File: config.mk
export PLATFORM = sky130hd
export DESIGN_NAME = hazard_unit
export DESIGN_NICKNAME = d
export VERILOG_FILES = /design/src/rtl/hazard_unit.sv
export SDC_FILE = /design/constraint.sdc
export NUM_CORES = 1
export LEC_CHECK = 0
export ABC_AREA = 1
export CAP_MARGIN = 15
export CORE_MARGIN = 3
export CORE_UTILIZATION = 45
export DETAILED_ROUTE_END_ITERATION = 6
export GPL_TIMING_DRIVEN = 0
export PLACE_DENSITY_LB_ADDON = 0.15
export SYNTH_ARGS = -nofsm -noshare
export SYNTH_HDL_FRONTEND = slang
export SYNTH_SLANG_ARGS = --single-unit
File: constraint.sdc
create_clock -name clk_i -period 2.2 [get_ports clk_i]
set_clock_uncertainty 0.2 [all_clocks]
set_input_delay 0.33 -clock clk_i [delete_from_list [all_inputs] [get_ports clk_i]]
set_output_delay 0.33 -clock clk_i [all_outputs]
set_load 0.005 [all_outputs]
File: src/rtl/hazard_unit.sv
// Pipeline hazard unit: operand forwarding selects, load-use stall/bubble and redirect flush.
// Latency: stall/bubble/flush/forward selects are combinational from ID inputs and tracker state.
// Backpressure: stall_o holds PC and IF/ID for one cycle per load-use pair; a redirect overrides the stall.
module hazard_unit (
    input  logic        clk_i,
    input  logic        rst_n_i,
    input  logic        id_valid_i,
    input  logic [4:0]  id_rs1_i,
    input  logic [4:0]  id_rs2_i,
    input  logic [4:0]  id_rd_i,
    input  logic        id_regfile_we_i,
    input  logic        id_detect_r1_i,
    input  logic        id_detect_r2_i,
    input  logic        id_is_load_i,
    input  logic        ex_redirect_i,
    output logic        stall_o,
    output logic        bubble_o,
    output logic        flush_o,
    output logic [1:0]  fwd_a_sel_o,
    output logic [1:0]  fwd_b_sel_o,
    output logic [15:0] stall_cnt_o
);

    logic [4:0]  ex_rd, mem_rd, wb_rd;
    logic        ex_we, mem_we, wb_we;
    logic        ex_ld, mem_ld;
    logic [15:0] stall_cnt_q;

    logic ex_a, ex_b, mem_a, mem_b, wb_a, wb_b;
    logic load_use;

    // MEM load flag mirrors the in-flight instruction but no current rule consumes it.
    logic unused_mem_ld;
    assign unused_mem_ld = mem_ld;

    always_comb begin
        ex_a  = ex_we  && (ex_rd  != 5'd0) && (ex_rd  == id_rs1_i) && id_valid_i && id_detect_r1_i;
        ex_b  = ex_we  && (ex_rd  != 5'd0) && (ex_rd  == id_rs2_i) && id_valid_i && id_detect_r2_i;
        mem_a = mem_we && (mem_rd != 5'd0) && (mem_rd == id_rs1_i) && id_valid_i && id_detect_r1_i;
        mem_b = mem_we && (mem_rd != 5'd0) && (mem_rd == id_rs2_i) && id_valid_i && id_detect_r2_i;
        wb_a  = wb_we  && (wb_rd  != 5'd0) && (wb_rd  == id_rs1_i) && id_valid_i && id_detect_r1_i;
        wb_b  = wb_we  && (wb_rd  != 5'd0) && (wb_rd  == id_rs2_i) && id_valid_i && id_detect_r2_i;
        load_use = ex_ld && (ex_a || ex_b);
    end

    // An EX load cannot forward yet; its match is the load-use case and is skipped.
    always_comb begin
        fwd_a_sel_o = 2'b00;
        if (ex_a && !load_use) fwd_a_sel_o = 2'b01;
        else if (mem_a)        fwd_a_sel_o = 2'b10;
        else if (wb_a)         fwd_a_sel_o = 2'b11;

        fwd_b_sel_o = 2'b00;
        if (ex_b && !load_use) fwd_b_sel_o = 2'b01;
        else if (mem_b)        fwd_b_sel_o = 2'b10;
        else if (wb_b)         fwd_b_sel_o = 2'b11;
    end

    assign stall_o     = load_use && !ex_redirect_i;
    assign bubble_o    = stall_o;
    assign flush_o     = ex_redirect_i && rst_n_i;
    assign stall_cnt_o = stall_cnt_q;

    always_ff @(posedge clk_i or negedge rst_n_i) begin
        if (!rst_n_i) begin
            ex_rd       <= 5'd0;
            ex_we       <= 1'b0;
            ex_ld       <= 1'b0;
            mem_rd      <= 5'd0;
            mem_we      <= 1'b0;
            mem_ld      <= 1'b0;
            wb_rd       <= 5'd0;
            wb_we       <= 1'b0;
            stall_cnt_q <= 16'd0;
        end else begin
            wb_rd  <= mem_rd;
            wb_we  <= mem_we;
            mem_rd <= ex_rd;
            mem_we <= ex_we;
            mem_ld <= ex_ld;
            if (bubble_o || flush_o) begin
                ex_rd <= 5'd0;
                ex_we <= 1'b0;
                ex_ld <= 1'b0;
            end else begin
                ex_rd <= id_rd_i;
                ex_we <= id_regfile_we_i && id_valid_i;
                ex_ld <= id_is_load_i && id_valid_i;
            end
            if (stall_o && (stall_cnt_q != 16'hFFFF))
                stall_cnt_q <= stall_cnt_q + 16'd1;
        end
    end

endmodule

# == After elaboration in Yosys (flattened, before gate mapping) ==
# Cells that the tools add are included.
# W data, S select, Z words.
# op_classes
n_addsub,1
n_bitwise,0
mul,0
reduce_logical,36
mux,9
div,0
n_shift,0
n_eq_ne,7
magnitude_cmp,0
# ops
operator,n
$eq A5 B5 Y1,6
$logic_and A1 B1 Y1,29
$add A16 B1 Y16 const B,1
$ne A16 B16 Y1 const B,1
$reduce_bool A5 Y1,3
$mux W2,6
$mux W5,1
$logic_not A1 Y1,2
$logic_or A1 B1 Y1,2
$mux W1,2
# totals
reg_bits,35
word_cells,61
mem_count,0
mem_bits_rw,0
out_inout_bits,23
latch_bits,0
rom_bits,0

# == Longest topological paths before layout ==
# Gate-level depths: netlist of run 1.
# depth
word_depth,10
mapped_depth,11
mapped_depth_nobuf,10

# == Least setup slack after synthesis of run 1 ==
# Ideal clock, no wire load.
# synth_path
kind,register to output
startpoint,register ex_rd[1]
endpoint,output stall_o
arrival_ns,1.308
slack_ns,0.362
required_ns,1.670
path_buffers,2
path_stages_with_launch,10
cell_sequence,dfrtp_1 > inv_1 > nor2_1 > nor3_1 > nand3_1 > nand2_1 > buf_6 > nand2_1 > inv_1 > buf_4
# synth_between
elab_chain_cells,8
# synth_rtl
item,line_no,text
start: declaration,24,"logic [4:0] ex_rd, mem_rd, wb_rd;"
start signal: assignment,86,ex_rd <= id_rd_i;
$reduce_bool A5 Y1,"37, 38",
$logic_and A1 B1 Y1,"37, 38",
"$logic_and A1 B1 Y1, on equally long branches (3 in a row)","37, 38",
$logic_or A1 B1 Y1 *,43,load_use = ex_ld && (ex_a || ex_b);
$logic_and A1 B1 Y1 *,43,
$logic_and A1 B1 Y1 *,59,assign stall_o = load_use && !ex_redirect_i;
end: declaration,16,"output logic stall_o,"
# Every way passes the cells marked *; elsewhere a longest branch is shown, timed or not.

# == Worst setup path after layout of run 1 ==
# Same ends and word-level chain as after synthesis.

==> results of run 1 <==
## routing by layer
| metal | track usage [%] | up-vias |
|---|---|---|
| met3 | 4.354 | 6 |
| met4 | 5.049 | 0 |
| met5 | 0 | - |
| met1 | 31.11 | 1038 |
| met2 | 32.70 | 71 |
| li1 | - | 1091 |
## worst max-delay path: cells and delay by family, from the launching register on
| family | cells | cell delay (ns) |
|---|---|---|
| buf+inv | 5 | 0.39 |
| flops | 1 | 0.43 |
| simple gates | 6 | 0.54 |
## synthesized netlist by cell type (2+ instances only)
cell | instances | area [um2]
a21oi_1 | 6 | 30.03
buf_2 | 2 | 10.01
buf_6 | 3 | 33.78
dfrtp_1 | 35 | 875.8
inv_1 | 40 | 150.1
nand2_1 | 101 | 379.1
nand3_1 | 18 | 90.09
nand3_2 | 2 | 20.02
nand4_1 | 21 | 131.4
nor2_1 | 35 | 131.4
nor2_4 | 2 | 22.52
nor3_1 | 4 | 20.02
nor3b_1 | 2 | 15.01
o21ai_0 | 4 | 20.02
xnor2_1 | 11 | 96.34
xor2_1 | 11 | 96.34
## stage by stage
stage	setup TNS (ns)	setup WS, ns	std cells	hold slack (ns)
after floorplan	0	0.3618	305	-0.1656
after global placement	-16.62	-1.144	415	0.1611
after detailed placement	-5.258	-0.7942	415	0.1753
after CTS	-0.06821	-0.06821	435	0.1904
after global routing	-0.2102	-0.08302	438	0.2081
final	0	0.02669	438	0.2043
## state kept, by name, summed over array words and instances (netlist names)
| register | flops |
|---|---|
| ex_ld | 1 |
| wb_rd | 5 |
| mem_rd | 5 |
| ex_rd | 5 |
| mem_we | 1 |
| wb_we | 1 |
| stall_cnt_o | 16 |
| ex_we | 1 |
## kinds of logic (layout without fill, tap and decap cells)
group,count (synthesis),count (layout),synth area share (%)
compound gates,11,11,2.567
flops,35,35,39.93
buf+inv,47,115,9.355
simple gates,189,189,38.79
fa+ha+maj,1,1,0.5704
xor+xnor,22,22,8.785
## worst max-delay path by stage
stage,startpoint,end,slack [ns]
2_1_floorplan,ex_rd[1]$_DFF_PN0_,stall_o,0.36
3_3_place_gp,rst_n_i,flush_o,-1.14
3_5_place_dp,id_rs1_i[2],stall_o,-0.79
4_1_cts,ex_rd[2]$_DFF_PN0_,stall_o,-0.07
5_1_grt,ex_rd[1]$_DFF_PN0_,stall_o,-0.08
6_report,ex_rd[1]$_DFF_PN0_,stall_o,0.03
## layout make-up
class	count	area, um2
inverters	40	150.1
multi-input cells	223	1231
fillers	401	1493
plain buffers	6	48.80
well taps	65	81.33
flip-flops and latches	35	879.6
clock buffers	8	100.1
repair buffers	61	550.5
## what timing repair did
action                                 in CTS  in global routing
gates resized for setup                    64                 21
buffers inserted                           10                  4
endpoints found under the hold margin      35                  0
hold buffers                                2                  0
setup endpoints to repair                   7                  8
pin swaps                                  20                 14
## report_power, final
part / total [W] / switching [W] / leakage, nW / internal (W)
Sequential: 0.000693 / 0.0000269 / 0.457 / 0.000666
Clock: 0.000508 / 0.000222 / 0.0515 / 0.000286
Combinational: 0.000206 / 0.000111 / 1.05 / 0.0000952
==> flow_metrics.py, run 1 <==
metrics = {
    "placed_design": {
        "place_congestion": 0.8739,
        "port_buffers": 45,
        "dp_hpwl_mm": 3.966,
        "placed_area_um2": 2720,
    },
    "setup_path": {
        "critPathMaxFanout": 4,
        "endpoint_kind": "primary output",
        "cp.arrival_ns": 1.64,
        "crit_chain": "inv_2 -> nand2_1 -> nand3_2 -> nor2_2 -> nand3_2 -> nand2_4 -> nand2_4 -> inv_2 -> buf_6 -> buf_6 -> buf_6",
        "slowest_delay_ns": 0.43,
        "start_kind": "flop",
        "cpMostUsedCell": "buf_6",
        "r2r-end": "stall_cnt_o[2]$_DFFE_PN0P_",
        "rrSetupSlack_ns": 0.22,
        "cp_slowest_cell": "dfrtp_1",
        "worstPathRequired_ns": 1.67,
        "critPathKind": "flop to primary output",
        "rr_startpoint": "stall_cnt_o[0]$_DFFE_PN0P_",
        "rr_worst_depth": 9,
    },
    "synth": {
        "syn-num-nets": 329,
        "synth-edff-count": 0,
        "netlist-cell-type-count": 24,
        "synth_seq_cells": 35,
        "synth_flop_cell": "dfrtp_1",
        "syn_area_per_cell_um2": 7.191,
        "netlist_area_um2": 2193,
        "yosysWarnings": 0,
        "synth_cells": 305,
        "synth_seq_area_share_pct": 39.93,
        "async_flop_share_pct": 100.0,
    },
    "clock_tree": {
        "cts_buffers": 5,
        "tritoncts": "yes",
        "cts-htree-levels": 2,
        "cts.clk_slew.worst_paths_ns": 0.07,
        "clkSinkCount": 35,
        "clock_path_buffers": 2,
        "cts-root-buf": "clkbuf_8",
        "clk_latency_ns": 0.28,
    },
    "finish": {
        "utilization_pct": 67.08,
        "final_cell_area_um2": 3042,
        "nNetsFinal": 396,
        "drive_gt1_share_pct": 20.91,
        "n_antenna_cell": 0,
        "final_common_cell": "nand2_1",
        "area_growth_pct": 38.68,
        "final_cell_mix": "nand2_1 (96), inv_1 (33), dfrtp_1 (32), nor2_1 (29), clkdlybuf4s50_1 (25)",
    },
    "sta": {
        "final_max_slew_viol_count": 0,
        "hold_viol_final": 0,
        "worstMarginPinSlew_ns": 0.3177,
        "rsz0062_at_grt": "yes",
        "min_period_ns": 2.173,
        "fmax_ghz": 0.4601,
        "period_share_pct": 98.79,
        "relSlewSlack_pct": 78.82,
        "setup_violations": 0,
    },
    "floorplanning": {
        "core_area_um2": 4534,
        "row_count": 24,
        "ios": 46,
        "die_w_um": 75.82,
        "start_util_pct": 48.37,
        "die_height_um": 75.82,
        "dieArea_um2": 5748,
    },
    "flow_run": {
        "cap_violations": 0,
    },
    "pwr": {
        "totalPowerFinal_w": 0.001407,
        "power.density_nw_per_um2": 462.4,
        "leakagePower_nw": 1.562,
        "ir_drop_mv": 0.3291,
    },
    "global_route": {
        "grt.total_usage_pct": 21.41,
        "antenna_found_initial": 0,
        "grt_pass1_wl_mm": 9.356,
        "overflow": 0,
        "grt_max_degree": 36,
        "grt_pass1_vias": 2053,
    },
    "route": {
        "drtIter0Drc": 144,
        "routed_wl_mm": 5.760,
        "drc": 0,
        "met2_length_mm": 2.730,
        "vias": 2206,
        "via_per_inst": 5.037,
        "dr.pass1.iters": 4,
        "route.met3.wl_um": 350,
        "final_antenna_net_count": 0,
        "met1_length_mm": 2.627,
        "highest_layer": "met4",
        "wire_per_inst_um": 13.15,
    },
    "hold_path": {
        "hold_path.class": "flop to flop",
        "min_to": "wb_we$_DFF_PN0_",
        "min_from": "mem_we$_DFF_PN0_",
        "min_delay_path_depth": 0,
    },
    "outcome": {
        "outcome": "complete, no violations",
    },
}
(Power assumes the default switching activity.)
==> inputs of run 2 (changes only) <==
Settings changed: REMOVE_ABC_BUFFERS set to 1.
==> run 2 against run 1 <==
The flow now finishes with violations (setup timing); sequential power fell by 0.7%; core utilization increased by 0.44 points; non-clock buffer count shrank 1; via count is 0.68% higher; maximum frequency fell by 4.4%; routed wire length rose by 2.0%; die area stayed put; first-iteration DRC count rose by 15%; combinational power hardly changed; global-route usage about the same; power increased by 7.0%; clock power grew 20%; critical endpoint is now fwd_a_sel_o[0].
==> flow_metrics.py, run 2 (synthesized netlist as in run 1, its figures left out) <==
metrics = {
    "clock_tree": {
        "clk_latency_ns": 0.29,
        "cts.clk_slew.worst_paths_ns": 0.08,
        "cts_buffers": 5,
        "clock_path_buffers": 2,
        "cts-root-buf": "clkbuf_8",
        "tritoncts": "yes",
        "cts-htree-levels": 2,
        "clkSinkCount": 35,
    },
    "finish": {
        "nNetsFinal": 396,
        "n_antenna_cell": 0,
        "largest_reg_flops": 16,
        "final_common_cell": "nand2_1",
        "drive_gt1_share_pct": 19.84,
        "final_cell_mix": "nand2_1 (90), inv_1 (35), nor2_1 (32), dfrtp_1 (32), clkdlybuf4s50_1 (25)",
        "area_growth_pct": 39.59,
    },
    "setup_path": {
        "slowest_delay_ns": 0.35,
        "cp.arrival_ns": 1.74,
        "rrSetupSlack_ns": 0.18,
        "endpoint_kind": "primary output",
        "rr_worst_depth": 9,
        "cpMostUsedCell": "nand2_1",
        "critPathKind": "input pin to primary output",
        "rr_startpoint": "stall_cnt_o[0]$_DFFE_PN0P_",
        "cp_slowest_cell": "dlygate4sd2_1",
        "crit_chain": "dlygate4sd2_1 -> inv_1 -> nand2_1 -> nand2_1 -> nor3_2 -> buf_4 -> nand4_1 -> buf_4 -> nand2_1 -> buf_2",
        "worstPathRequired_ns": 1.67,
        "critPathMaxFanout": 4,
        "start_kind": "input pin",
        "r2r-end": "stall_cnt_o[13]$_DFFE_PN0P_",
    },
    "flow_run": {
        "cap_violations": 0,
    },
    "pwr": {
        "intPower_w": 0.001129,
        "power.density_nw_per_um2": 491.4,
        "p_sw_w": 0.0003753,
        "clock_power_share_pct": 40.4,
        "ir_drop_mv": 0.3106,
        "sw_frac_of_total_pct": 24.95,
        "combPwrFrac_pct": 13.9,
        "seqPwrFrac_pct": 45.7,
        "leakagePower_nw": 1.568,
    },
    "hold_path": {
        "min_delay_path_depth": 0,
        "min_from": "ex_we$_DFF_PN0_",
        "min_to": "mem_we$_DFF_PN0_",
        "hold_path.class": "flop to flop",
    },
    "global_route": {
        "gr-usage-met3_pct": 4.881,
        "overflow": 0,
        "antenna_found_initial": 0,
        "grt_max_degree": 36,
        "use_met2_pct": 32.41,
        "grt_pass1_vias": 1961,
        "grt_pass1_wl_mm": 9.301,
        "busiest_layer": "met2",
        "grt.total_usage_pct": 21.43,
        "met1_usage_pct": 30.86,
    },
    "sta": {
        "min_period_ns": 2.274,
        "hold_ws_ns": 0.1718,
        "fmax_ghz": 0.4398,
        "fin_setup_tns_ns": -0.1713,
        "setup_violations": 4,
        "worst_slack_ns": -0.07361,
        "period_share_pct": 103.3,
        "final_max_slew_viol_count": 0,
        "hold_viol_final": 0,
        "worstMarginPinSlew_ns": 0.5667,
        "relSlewSlack_pct": 62.18,
        "rsz0062_at_grt": "yes",
    },
    "route": {
        "drtIter0Drc": 165,
        "via_per_inst": 5.071,
        "dr.pass1.iters": 4,
        "drc": 0,
        "wire_per_inst_um": 13.41,
        "routed_wl_mm": 5.874,
        "vias": 2221,
        "final_antenna_net_count": 0,
    },
    "floorplanning": {
        "ios": 46,
        "die_w_um": 75.82,
        "row_count": 24,
        "start_util_pct": 48.37,
        "die_height_um": 75.82,
        "dieArea_um2": 5748,
        "core_area_um2": 4534,
    },
    "placed_design": {
        "dp_hpwl_mm": 3.754,
        "port_buffers": 45,
        "place_congestion": 0.8419,
    },
    "outcome": {
        "failed_checks": "setup timing",
        "outcome": "finished, violations left",
    },
}
run 2: changes by cell type in the layout (fill, tap and decap cells not counted), moves of 2 or more:
cell | previous run | this run
nand2_2 | 4 | 11
nand2_1 | 96 | 90
buf_2 | 8 | 4
inv_2 | 7 | 4
nor2_1 | 29 | 32
nor2_2 | 5 | 2
nor3_1 | 0 | 3
buf_4 | 12 | 14
inv_1 | 33 | 35
nand3_2 | 7 | 5
nor3_2 | 3 | 1
run 2: area by class of cell:
| class | count | area [um2] |
|---|---|---|
| flip-flops and latches | 35 | 879.6 |
| fillers | 378 | 1473 |
| clock inverters | 2 | 35.03 |
| inverters | 40 | 152.6 |
| well taps | 65 | 81.33 |
| clock buffers | 6 | 82.58 |
| repair buffers | 66 | 609.3 |
| multi-input cells | 224 | 1221 |
run 2: what timing repair did:
item,4_1_cts,5_1_grt
cloned,1,0
pin swaps,20,15
hold endpoints to repair,35,0
setup buffers,17,4
hold buffers,2,0
gates resized for setup,56,25
endpoints found under the setup margin,30,17
run 2: worst max-delay path by stage:
| stage | from | to |
|---|---|---|
| 4_1_cts | ex_rd[2]$_DFF_PN0_ | bubble_o |
| 6_report | id_rs1_i[2] | fwd_a_sel_o[0] |
| 3_3_place_gp | rst_n_i | flush_o |
| 2_1_floorplan | ex_rd[1]$_DFF_PN0_ | bubble_o |
| 5_1_grt | ex_rd[2]$_DFF_PN0_ | fwd_a_sel_o[0] |
| 3_5_place_dp | id_valid_i | bubble_o |
run 2: power groups by stage:
stage | sequential [W] | combinational [W] | clock (W)
2_1_floorplan | 0.000695 | 0.0000817 | 0
3_3_place_gp | 0.000700 | 0.000162 | 0
3_5_place_dp | 0.000701 | 0.000164 | 0
4_1_cts | 0.000687 | 0.000193 | 0.000620
5_1_grt | 0.000691 | 0.000229 | 0.000649
6_report | 0.000688 | 0.000208 | 0.000608
run 2: worst max-delay path: cells and delay by family:
kind,cells,cell delay (ns)
buf+inv,5,0.85
simple gates,5,0.55
run 2: through the flow:
step / utilization [%] / area, um2 / total power (W) / worst slack, ns / cells
after global routing: 67.52 / 3062 / 0.001569 / -0.1591 / 438
after detailed placement: 59.02 / 2676 / 0.0008656 / -1.101 / 409
after CTS: 66.00 / 2993 / 0.001500 / -0.1350 / 437
after global placement: 58.89 / 2670 / 0.0008624 / -1.161 / 408
after floorplan: - / 2138 / 0.0007768 / 0.2435 / 298
final: 67.52 / 3062 / 0.001504 / -0.07361 / 438
run 2: per-layer routing:
metal	vias up	routed length, um
met1	1034	2650
met2	78	2766
met4	0	106
met5	-	0
li1	1097	-
met3	12	350
